--- config.mk ---
export PLATFORM = sky130hd
export DESIGN_NAME = regfile_wport_arb
export DESIGN_NICKNAME = d
export VERILOG_FILES = /design/src/rtl/regfile_wport_arb.sv
export SDC_FILE = /design/constraint.sdc
export NUM_CORES = 1
export LEC_CHECK = 0
export CAP_MARGIN = 0
export CORE_MARGIN = 1
export CORE_UTILIZATION = 40
export CTS_BUF_LIST = sky130_fd_sc_hd__clkbuf_8 sky130_fd_sc_hd__clkbuf_16
export CTS_CLUSTER_DIAMETER = 80
export CTS_CLUSTER_SIZE = 10
export DETAILED_ROUTE_END_ITERATION = 8
export PLACE_DENSITY = 0.65
export SYNTH_ARGS = -nofsm -noshare
export SYNTH_HDL_FRONTEND = slang
export SYNTH_SLANG_ARGS = --single-unit
--- constraint.sdc ---
create_clock -name clk -period 3 [get_ports clk]
set_input_delay 0.6 -clock clk [delete_from_list [all_inputs] [get_ports clk]]
set_output_delay 0.6 -clock clk [all_outputs]
set_load 0.005 [all_outputs]
--- src/rtl/regfile_wport_arb.sv ---
// regfile_wport_arb: register-file write-port arbiter between WB and a
// 2-deep long-unit result FIFO. Optional macro ARB_FWD_BUS_EN adds arb_to_id_bus.
module regfile_wport_arb #(
    parameter int AGE_MAX = 4
) (
    input  logic        clk,
    input  logic        rst,
    input  logic        wb_we,
    input  logic [4:0]  wb_waddr,
    input  logic [31:0] wb_wdata,
    input  logic        lu_valid,
    input  logic [4:0]  lu_waddr,
    input  logic [31:0] lu_wdata,
    output logic        lu_ready,
    output logic        rf_we,
    output logic [4:0]  rf_waddr,
    output logic [31:0] rf_wdata,
    input  logic [4:0]  raddr1,
    input  logic [4:0]  raddr2,
    output logic        pend1,
    output logic        pend2,
    output logic        stall_req
`ifdef ARB_FWD_BUS_EN
    ,
    output logic [37:0] arb_to_id_bus
`endif
);

    localparam logic [3:0] LP_THR = 4'(AGE_MAX - 1);

    // FIFO is kept compacted: slot 0 is the head, every counted slot is live.
    logic [1:0]  r_cnt;
    logic [4:0]  r_addr [2];
    logic [31:0] r_data [2];
    logic [3:0]  r_age;
    logic        r_stall;
    logic        r_popd;

    logic        w_full;
    logic        w_wb_gnt;
    logic        w_pop;
    logic        w_sq;
    logic        w_kill0;
    logic        w_kill1;
    logic        w_keep0;
    logic        w_keep1;
    logic        w_push;
    logic [1:0]  w_n_cnt;
    logic [4:0]  w_n_a0;
    logic [4:0]  w_n_a1;
    logic [31:0] w_n_d0;
    logic [31:0] w_n_d1;
    logic [3:0]  w_n_age;

    assign w_full   = (r_cnt == 2'd2);
    assign lu_ready = !w_full;

    // A stalled pipeline hands the port to the FIFO even if WB still asserts.
    assign w_wb_gnt = wb_we && !r_stall;
    assign w_pop    = (r_cnt != 2'd0) && (!wb_we || r_stall);

    // WB is younger: a granted WB write kills older stored writes to the same reg.
    assign w_sq    = w_wb_gnt && (wb_waddr != 5'd0);
    assign w_kill0 = w_sq && (r_addr[0] == wb_waddr);
    assign w_kill1 = w_sq && (r_addr[1] == wb_waddr);
    assign w_keep0 = (r_cnt != 2'd0) && !w_pop && !w_kill0;
    assign w_keep1 = (r_cnt == 2'd2) && !w_kill1;

    // Writes to x0 are accepted from the unit but never stored.
    assign w_push  = lu_valid && lu_ready && (lu_waddr != 5'd0);

    assign w_n_cnt = {1'b0, w_keep0} + {1'b0, w_keep1} + {1'b0, w_push};
    assign w_n_a0  = w_keep0 ? r_addr[0] : (w_keep1 ? r_addr[1] : lu_waddr);
    assign w_n_d0  = w_keep0 ? r_data[0] : (w_keep1 ? r_data[1] : lu_wdata);
    assign w_n_a1  = (w_keep0 && w_keep1) ? r_addr[1] : lu_waddr;
    assign w_n_d1  = (w_keep0 && w_keep1) ? r_data[1] : lu_wdata;

    // Head still waiting means it was blocked this cycle.
    assign w_n_age = !w_keep0 ? 4'd0 :
                     (r_age == 4'hF) ? r_age : r_age + 4'd1;

    assign rf_we    = !rst && (w_wb_gnt || w_pop);
    assign rf_waddr = w_pop ? r_addr[0] : wb_waddr;
    assign rf_wdata = w_pop ? r_data[0] : wb_wdata;

    assign pend1 = (raddr1 != 5'd0) &&
                   (((r_cnt != 2'd0) && (r_addr[0] == raddr1)) ||
                    (w_full && (r_addr[1] == raddr1)));
    assign pend2 = (raddr2 != 5'd0) &&
                   (((r_cnt != 2'd0) && (r_addr[0] == raddr2)) ||
                    (w_full && (r_addr[1] == raddr2)));

    assign stall_req = r_stall;

`ifdef ARB_FWD_BUS_EN
    assign arb_to_id_bus = {rf_we, rf_waddr, rf_wdata};
`endif

    // FIFO storage and occupancy update.
    always_ff @(posedge clk or posedge rst) begin
        if (rst) begin
            r_cnt     <= 2'd0;
            r_addr[0] <= 5'd0;
            r_addr[1] <= 5'd0;
            r_data[0] <= 32'd0;
            r_data[1] <= 32'd0;
        end else begin
            r_cnt     <= w_n_cnt;
            r_addr[0] <= w_n_a0;
            r_addr[1] <= w_n_a1;
            r_data[0] <= w_n_d0;
            r_data[1] <= w_n_d1;
        end
    end

    // Head ageing; stall raised on starvation, dropped one edge after a pop.
    always_ff @(posedge clk or posedge rst) begin
        if (rst) begin
            r_age   <= 4'd0;
            r_stall <= 1'b0;
            r_popd  <= 1'b0;
        end else begin
            r_age  <= w_n_age;
            r_popd <= w_pop;
            if (w_keep0 && (r_age >= LP_THR))
                r_stall <= 1'b1;
            else if (r_popd)
                r_stall <= 1'b0;
        end
    end

endmodule

---- After elaboration in Yosys (flattened, before gate mapping) ----
Cells that the tools add are included.
word-level totals
  bits in registers ....................... 82
  logic and storage cells ................. 65
operators by class
  $add $sub $neg .......................... 3
  order comparisons ....................... 1
  equality and inequality tests ........... 9
  mux-type cells .......................... 8
  reductions and logical operators ........ 36
operator list
  kind                 count
  $mux 32              2
  $eq 5x5->1           6
  $reduce_bool 5->1    4
  $logic_and 1x1->1    19
  $mux 5               2
  $mux 4               2
  $logic_not 1->1      7
  $add 4x1->4 const B  1
  $eq 4x4->1 const B   1
  $ge 4x2->1 const B   1
  $logic_or 1x1->1     4
  $reduce_bool 2->1    2
  $add 1x1->2          1
  $add 2x1->2          1
  $eq 2x2->1 const B   1
  $mux 1               2
  $ne 2x2->1 const B   1

---- Depth between registers and ports, before layout ----
Gate-level depths: netlist of the first run.
  depth in word-level cells ............... 8
  gate-level depth with buffers ........... 7

---- Least setup slack after synthesis of the first run ----
No wires, ideal clock.
  path kind ............................... input-to-output
  start point ............................. input wb_we
  end point ............................... output rf_wdata[12]
  data arrival time ....................... 1.920 ns
  required time ........................... 2.400 ns
  slack ................................... 0.480 ns
  stages on the path ...................... 5
  cell sequence ........................... nor2b_1 nor2_1 clkbuf_1 clkbuf_1 mux2_2
on the way
  longest elaborated chain between the ends .. 4
RTL lines
  item                RTL line  text
  start: declaration  8         input logic wb_we,
  $logic_not 1->1     60        assign w_pop = (r_cnt != 2'd0) && (!wb_we || r_stall);
  $logic_or 1x1->1    60
  $logic_and 1x1->1   60
  $mux 32             84        assign rf_wdata = w_pop ? r_data[0] : wb_wdata;
  end: declaration    17        output logic [31:0] rf_wdata,
No other way between the ends.

---- Worst setup path after layout of the first run ----
  start point ............................. input wb_we
  end point ............................... output rf_wdata[16]
The elaborated chain is that of the path after synthesis.

==> results of run 1 <==
worst min-delay path by stage:
stage / from / end / slack [ns] / depth (start not counted)
floorplan: r_popd / stall_req / 0.41 / 1
global placement: r_popd / stall_req / 0.42 / 1
detailed placement: r_popd / stall_req / 0.42 / 1
CTS: r_popd / stall_req / 0.43 / 1
global route: r_popd / stall_req / 0.44 / 1
finish: r_popd / stall_req / 0.43 / 1
cell families after synthesis:
group	after synthesis
mux	149
flops	82
simple gates	32
xor+xnor	31
buf+inv	21
compound gates	11
fa+ha+maj	2
layer usage:
metal | vias to the layer above | part of all wire | global-route usage
met3 | 9 | 0.067 | 0.0538
met2 | 89 | 0.46 | 0.267
met1 | 1506 | 0.46 | 0.242
li1 | 1462 | - | -
met4 | 0 | 0.0088 | 0.0386
met5 | - | 0 | 0
critical path: stages:
cell and delay [ns]:
clkdlybuf4s50_1 0.43, nor2b_4 0.15, nor2_4 0.16, buf_12 0.19, mux2_2 0.35, clkdlybuf4s50_1 0.44
flip-flops by register name (all words and copies together), names as in the netlist:
name       count
r_data        64
stall_req      1
r_popd         1
r_addr        10
r_age          4
r_cnt          2
layout by cell type (no fill, tap or decap), types with 2 or more instances in the layout:
cell type	count
nand2_1	2
nor4_1	2
dlymetal6s2s_1	17
nor2_1	7
nor3_1	6
dfrtp_1	82
xnor2_1	18
inv_1	5
buf_12	8
buf_4	9
clkinvlp_4	3
nand4_1	3
mux2_4	38
xor2_1	13
nand3_1	3
a31oi_1	3
clkbuf_16	9
a21oi_1	3
clkdlybuf4s50_1	112
mux2_2	110
power by group through the flow:
stage | logic (µW) | clock network, µW | registers [µW]
3_3_place_gp | 2040 | 0 | 1710
2_1_floorplan | 1280 | 0 | 1600
3_5_place_dp | 2070 | 0 | 1700
5_1_grt | 2180 | 1190 | 1730
6_report | 2030 | 1110 | 1690
4_1_cts | 2080 | 1140 | 1690
area by class of cell:
cell class / count / area share
clock inverter: 6 / 0.00998
clock buffer: 10 / 0.0367
sequential: 82 / 0.315
multi-input combinational: 225 / 0.369
timing repair buffer: 146 / 0.240
tap: 140 / 0.0269
inverter: 5 / 0.00307
synth_stat cells (all sizes together):
library cell	instances	share of area
o41ai	1	0.0019
nor3b	1	0.0017
buf	13	0.022
ha	1	0.0028
o41a	1	0.0025
nand2b	1	0.0014
inv	5	0.0041
a31oi	3	0.0041
nor2b	1	0.0014
nor4	2	0.0028
xor2	13	0.025
o21ai	1	0.0011
nor2	9	0.0080
dfrtp	82	0.45
nand4	3	0.0041
clkbuf	3	0.0025
nor3	7	0.0077
fa	1	0.0044
nand2	2	0.0017
o311a	1	0.0022
nand3	3	0.0033
mux2i	1	0.0022
and2b	1	0.0017
mux2	148	0.40
or3	1	0.0014
o22ai	1	0.0014
or4	1	0.0017
xnor2	18	0.035
a21oi	3	0.0033
per-stage QoR:
stage | cells | hold slack, ns
after floorplan | 328 | 0.410
after global placement | 598 | 0.421
after detailed placement | 598 | 0.422
after CTS | 614 | 0.431
after global routing | 614 | 0.441
final | 614 | 0.433
timing repair:
item	in CTS	in global routing
endpoints found under the setup margin	0	26
setup buffers	0	0
gates resized for setup	0	20
==> results.yml, run 1 <==
outcome:
  outcome: "complete, no violations"
sta:
  tns_ns: 0
  min_period_over_period: 0.983
  finalHoldViolations: 0
  setup_viol: 0
  worst_pin_slew_ns: 0.605
  fmax_ghz: 0.339
  finClkSkew_ns: 0.00748
  worst_slack_ns: 0.0507
  slew_viol_final: 0
  layout_min_cycle_time_ns: 2.95
  slew_headroom: 0.596
critical_path:
  r2r-end: "r_data[56]"
  crit_start: "wb_we"
  r2r_slack_ns: 0.82
  worstSetupPathType: "input pin to output port"
  worstPathRequired_ns: 2.40
  endpoint: "rf_wdata[16]"
  critPathMaxFanout: 25
  endpoint_kind: "output port"
  reg2reg_depth: 7
  timing.critical_path.arrival_ns: 2.35
  start_kind: "input pin"
  r2r-start: "r_addr[0]"
clock_network:
  cts_tree: "built"
  numCtsBuffers: 9
  clk_path_buf_depth: 2
  htreeDepth: 3
  clk_latency_ns: 0.33
  root_buffer: "clkbuf_16"
  postCtsHoldBufs: 0
  clkSlewWorstSetupHoldPaths_ns: 0.06
  clkSinkCount: 82
power:
  combPwrFrac: 0.421
  power.share.clock: 0.229
  p_total_uw: 4830
  p_seq_frac: 0.350
  irDropWorstVdd_mv: 0.370
  power_leakage_uw: 0.00290
  switching_power_uw: 1390
  netSwitchingFraction: 0.288
  p_int_uw: 3440
  p_per_area_mw_per_mm2: 741
die:
  die_area_mm2: 0.0118
  rows: 38
  core_area_mm2: 0.0109
  initial_core_util: 0.416
  die_w_um: 109
  ios: 130
  die_h_um: 109
yosys:
  synthSimpleGateAreaFrac: 0.0366
  yosys_warnings: 0
  synth_compound_area_frac: 0.0165
  synth_nets: 418
  synth_cells: 328
  synth.distinct_cells: 33
  synth-xor-area-share: 0.0597
  synth_seq_cells: 82
  synthAdderAreaFrac: 0.00715
  synth_top_family_by_area: "multiplexers"
  seq_area_frac_synth: 0.451
  muxShareOfSynthArea: 0.400
  synth_area_mm2: 0.00455
  synth.avg_cell_area_um2: 13.9
job:
  maxCapViolations: 0
cells_and_area:
  seq_area_mm2: 0.00205
  final_nets: 559
  fin_util: 0.596
  antenna_cells: 0
  multi_input_area_mm2: 0.00241
  drive_gt1_frac: 0.397
  stdcell_area_mm2: 0.00652
  fillers: 920
  syn_to_final_growth_pct: 43.3
global_routing:
  grt_max_degree: 36
  grtUsageTotal: 0.174
  grt_pass1_vias: 3148
  overflow: 0
  grt_pass1_wl_um: 15900
  antenna_found_initial: 0
routing:
  drt_iter0_drc: 50
  viasPerCell: 4.99
  antenna_left: 0
  drc: 0
  post_drt_wl_per_cell_um: 15.9
  dr_total_vias: 3066
  drtPass1Iterations: 4
  routed_wl_um: 9790
placement:
  detailed_place_hpwl_um: 7300
  post-place-ws_ns: 0.0156
  portBuffers: 129
  placed_area_mm2: 0.00616
  gp_congestion: 0.840
worst_hold_path:
  min_path_type: "register to register"
No activity file was read; power rests on OpenSTA's default activity.
==> inputs of run 2 (changes only) <==
--- a/config.mk
+++ b/config.mk
@@ -13,6 +13,7 @@
 export CTS_CLUSTER_SIZE = 10
 export DETAILED_ROUTE_END_ITERATION = 8
 export PLACE_DENSITY = 0.65
+export RECOVER_POWER = 25
 export SYNTH_ARGS = -nofsm -noshare
 export SYNTH_HDL_FRONTEND = slang
 export SYNTH_SLANG_ARGS = --single-unit
==> run 2 against run 1 <==
Effect of this change: non-clock buffer count unchanged; critical path depth unchanged; first-iteration DRC count unchanged; sequential power about the same; setup slack about the same; critical endpoint unchanged; the flow now finishes with violations (capacitance limit, slew limit); sequential cell count unchanged; worst hold slack unchanged; sequential share of layout area unchanged; wire length about the same; core utilization unchanged; power about the same.
==> results.yml, run 2 (same netlist as run 1, synthesis figures left out) <==
outcome:
  outcome: "complete, but fails checks"
  violations: "capacitance limit, slew limit"
die:
  core_area_mm2: 0.0109
  ios: 130
  initial_core_util: 0.416
  die_w_um: 109
  die_h_um: 109
  rows: 38
  die_area_mm2: 0.0118
critical_path:
  start_kind: "input pin"
  timing.critical_path.arrival_ns: 2.35
  endpoint_kind: "output port"
  slowest_stage: "clkdlybuf4s50_1"
  worstPathRequired_ns: 2.40
  critical-path-max-stage-delay_ns: 0.44
  critPathMaxFanout: 25
  cpMostUsedCell: "clkdlybuf4s50_1"
  cp_cell_sequence: "clkdlybuf4s50_1 -> nor2b_4 -> nor2_4 -> buf_12 -> mux2_2 -> clkdlybuf4s50_1"
  path_delay_family: "buffers and inverters"
  worstSetupPathType: "input pin to output port"
  path_buf_inv: 3
sta:
  tns_ns: 0
  fmax_ghz: 0.339
  slew_viol_final: 33
  worst_slack_ns: 0.0507
  setup_viol: 0
  slew_headroom: -0.0241
  layout_min_cycle_time_ns: 2.95
  finClkSkew_ns: 0.00748
  min_period_over_period: 0.983
  worst_pin_slew_ns: 1.53
  finalHoldViolations: 0
routing:
  drt_iter0_drc: 50
  routed_wl_um: 9790
  dr_total_vias: 3066
  drtPass1Iterations: 4
  viasPerCell: 4.99
  drc: 0
  post_drt_wl_per_cell_um: 15.9
  antenna_left: 0
cells_and_area:
  syn_to_final_growth_pct: 43.3
  fin_util: 0.596
  largest_register_ffs: 64
  final_cell_mix: "clkdlybuf4s50_1, mux2_2, dfrtp_1, mux2_4, xnor2_1"
  top_register: "r_data"
  drive_gt1_frac: 0.397
  layout_commonest_cell: "clkdlybuf4s50_1"
  fillers: 920
  reg_top3: "r_data: 64 flops, r_addr: 10 flops, r_age: 4 flops"
  antenna_cells: 0
  final_nets: 559
global_routing:
  grt_max_degree: 36
  overflow: 0
  grt_pass1_wl_um: 15900
  grtUsageTotal: 0.174
  antenna_found_initial: 0
  grt_pass1_vias: 3148
placement:
  gp_congestion: 0.840
  detailed_place_hpwl_um: 7300
  portBuffers: 129
  post-place-ws_ns: 0.0156
clock_network:
  numCtsBuffers: 9
  clkSinkCount: 82
  root_buffer: "clkbuf_16"
  cts_setup_buffers: 0
  clk_latency_ns: 0.33
  clk_path_buf_depth: 2
  clkSlewWorstSetupHoldPaths_ns: 0.06
  htreeDepth: 3
  cts_tree: "built"
power:
  p_total_uw: 4830
  irDropWorstVdd_mv: 0.370
  power_leakage_uw: 0.00290
  p_per_area_mw_per_mm2: 741
worst_hold_path:
  min_path_type: "register to register"
job:
  maxCapViolations: 1
run 2: cell types whose count changed in the layout (fill, tap and decap cells not counted), sizes merged:
cell | previous run | this run
clkdlybuf4s50 | 112 | 111
clkinv | 1 | 0
clkinvlp | 3 | 4
dlygate4sd3 | 0 | 1
run 2: worst paths after layout:
kind                       slack [ns]  startpoint  cells past startpoint            to
min in group asynchronous        1.11         rst                      2     r_addr[8]
hold / removal                   0.43      r_popd                      1     stall_req
setup / recovery                 0.05       wb_we                      6  rf_wdata[16]
setup reg to reg                 0.82   r_addr[0]                      7    r_data[56]
max in group asynchronous        1.01         rst                      3    r_data[30]
hold reg to reg                  0.43      r_popd                      1     stall_req
run 2: area by class of cell:
type                            count  area [µm²]  area share
Clock buffer                       10         239      0.0367
Clock inverter                      6        65.1     0.00998
Inverter                            5        20.0     0.00307
Multi-Input combinational cell    225        2410       0.369
Sequential cell                    82        2050       0.315
Tap cell                          140         175      0.0269
Timing Repair Buffer              146        1560       0.240
run 2: layer usage:
| layer | vias to the layer above | wire length, µm | GRT usage | part of all wire |
|---|---|---|---|---|
| li1 | 1462 | - | - | - |
| met1 | 1506 | 4520 | 0.242 | 0.46 |
| met2 | 89 | 4520 | 0.267 | 0.46 |
| met3 | 9 | 660 | 0.0538 | 0.067 |
| met4 | 0 | 86 | 0.0386 | 0.0088 |
| met5 | - | 0 | 0 | 0 |
run 2: per-stage QoR:
step	area (µm²)	hold slack, ns	instances
after floorplan	4550	0.410	328
after global placement	6160	0.421	598
after detailed placement	6160	0.422	598
after CTS	6460	0.431	614
after global routing	6520	0.441	614
final	6520	0.433	614
run 2: what timing repair did:
item                                    in CTS  in global routing
gates resized for setup                      0                 20
endpoints found under the setup margin       0                 26
hold buffers                                 0                  0
run 2: power breakdown:
group          internal [µW]  total [µW]  leakage (µW)  switching, µW
Combinational           1340        2030       0.00179            687
Clock                    667        1110      0.000143            439
Sequential              1430        1690      0.000969            265
Total                   3440        4830       0.00290           1390
==> inputs of run 3 (changes only) <==
--- a/config.mk
+++ b/config.mk
@@ -6,7 +6,6 @@
 export NUM_CORES = 1
 export LEC_CHECK = 0
 export CAP_MARGIN = 0
-export CORE_MARGIN = 1
 export CORE_UTILIZATION = 40
 export CTS_BUF_LIST = sky130_fd_sc_hd__clkbuf_8 sky130_fd_sc_hd__clkbuf_16
 export CTS_CLUSTER_DIAMETER = 80
@@ -17,3 +16,4 @@
 export SYNTH_ARGS = -nofsm -noshare
 export SYNTH_HDL_FRONTEND = slang
 export SYNTH_SLANG_ARGS = --single-unit
+export TNS_END_PERCENT = 20
==> results of run 3 <==
Same layout as run 2: the final DEF is identical, and so are final timing and power.
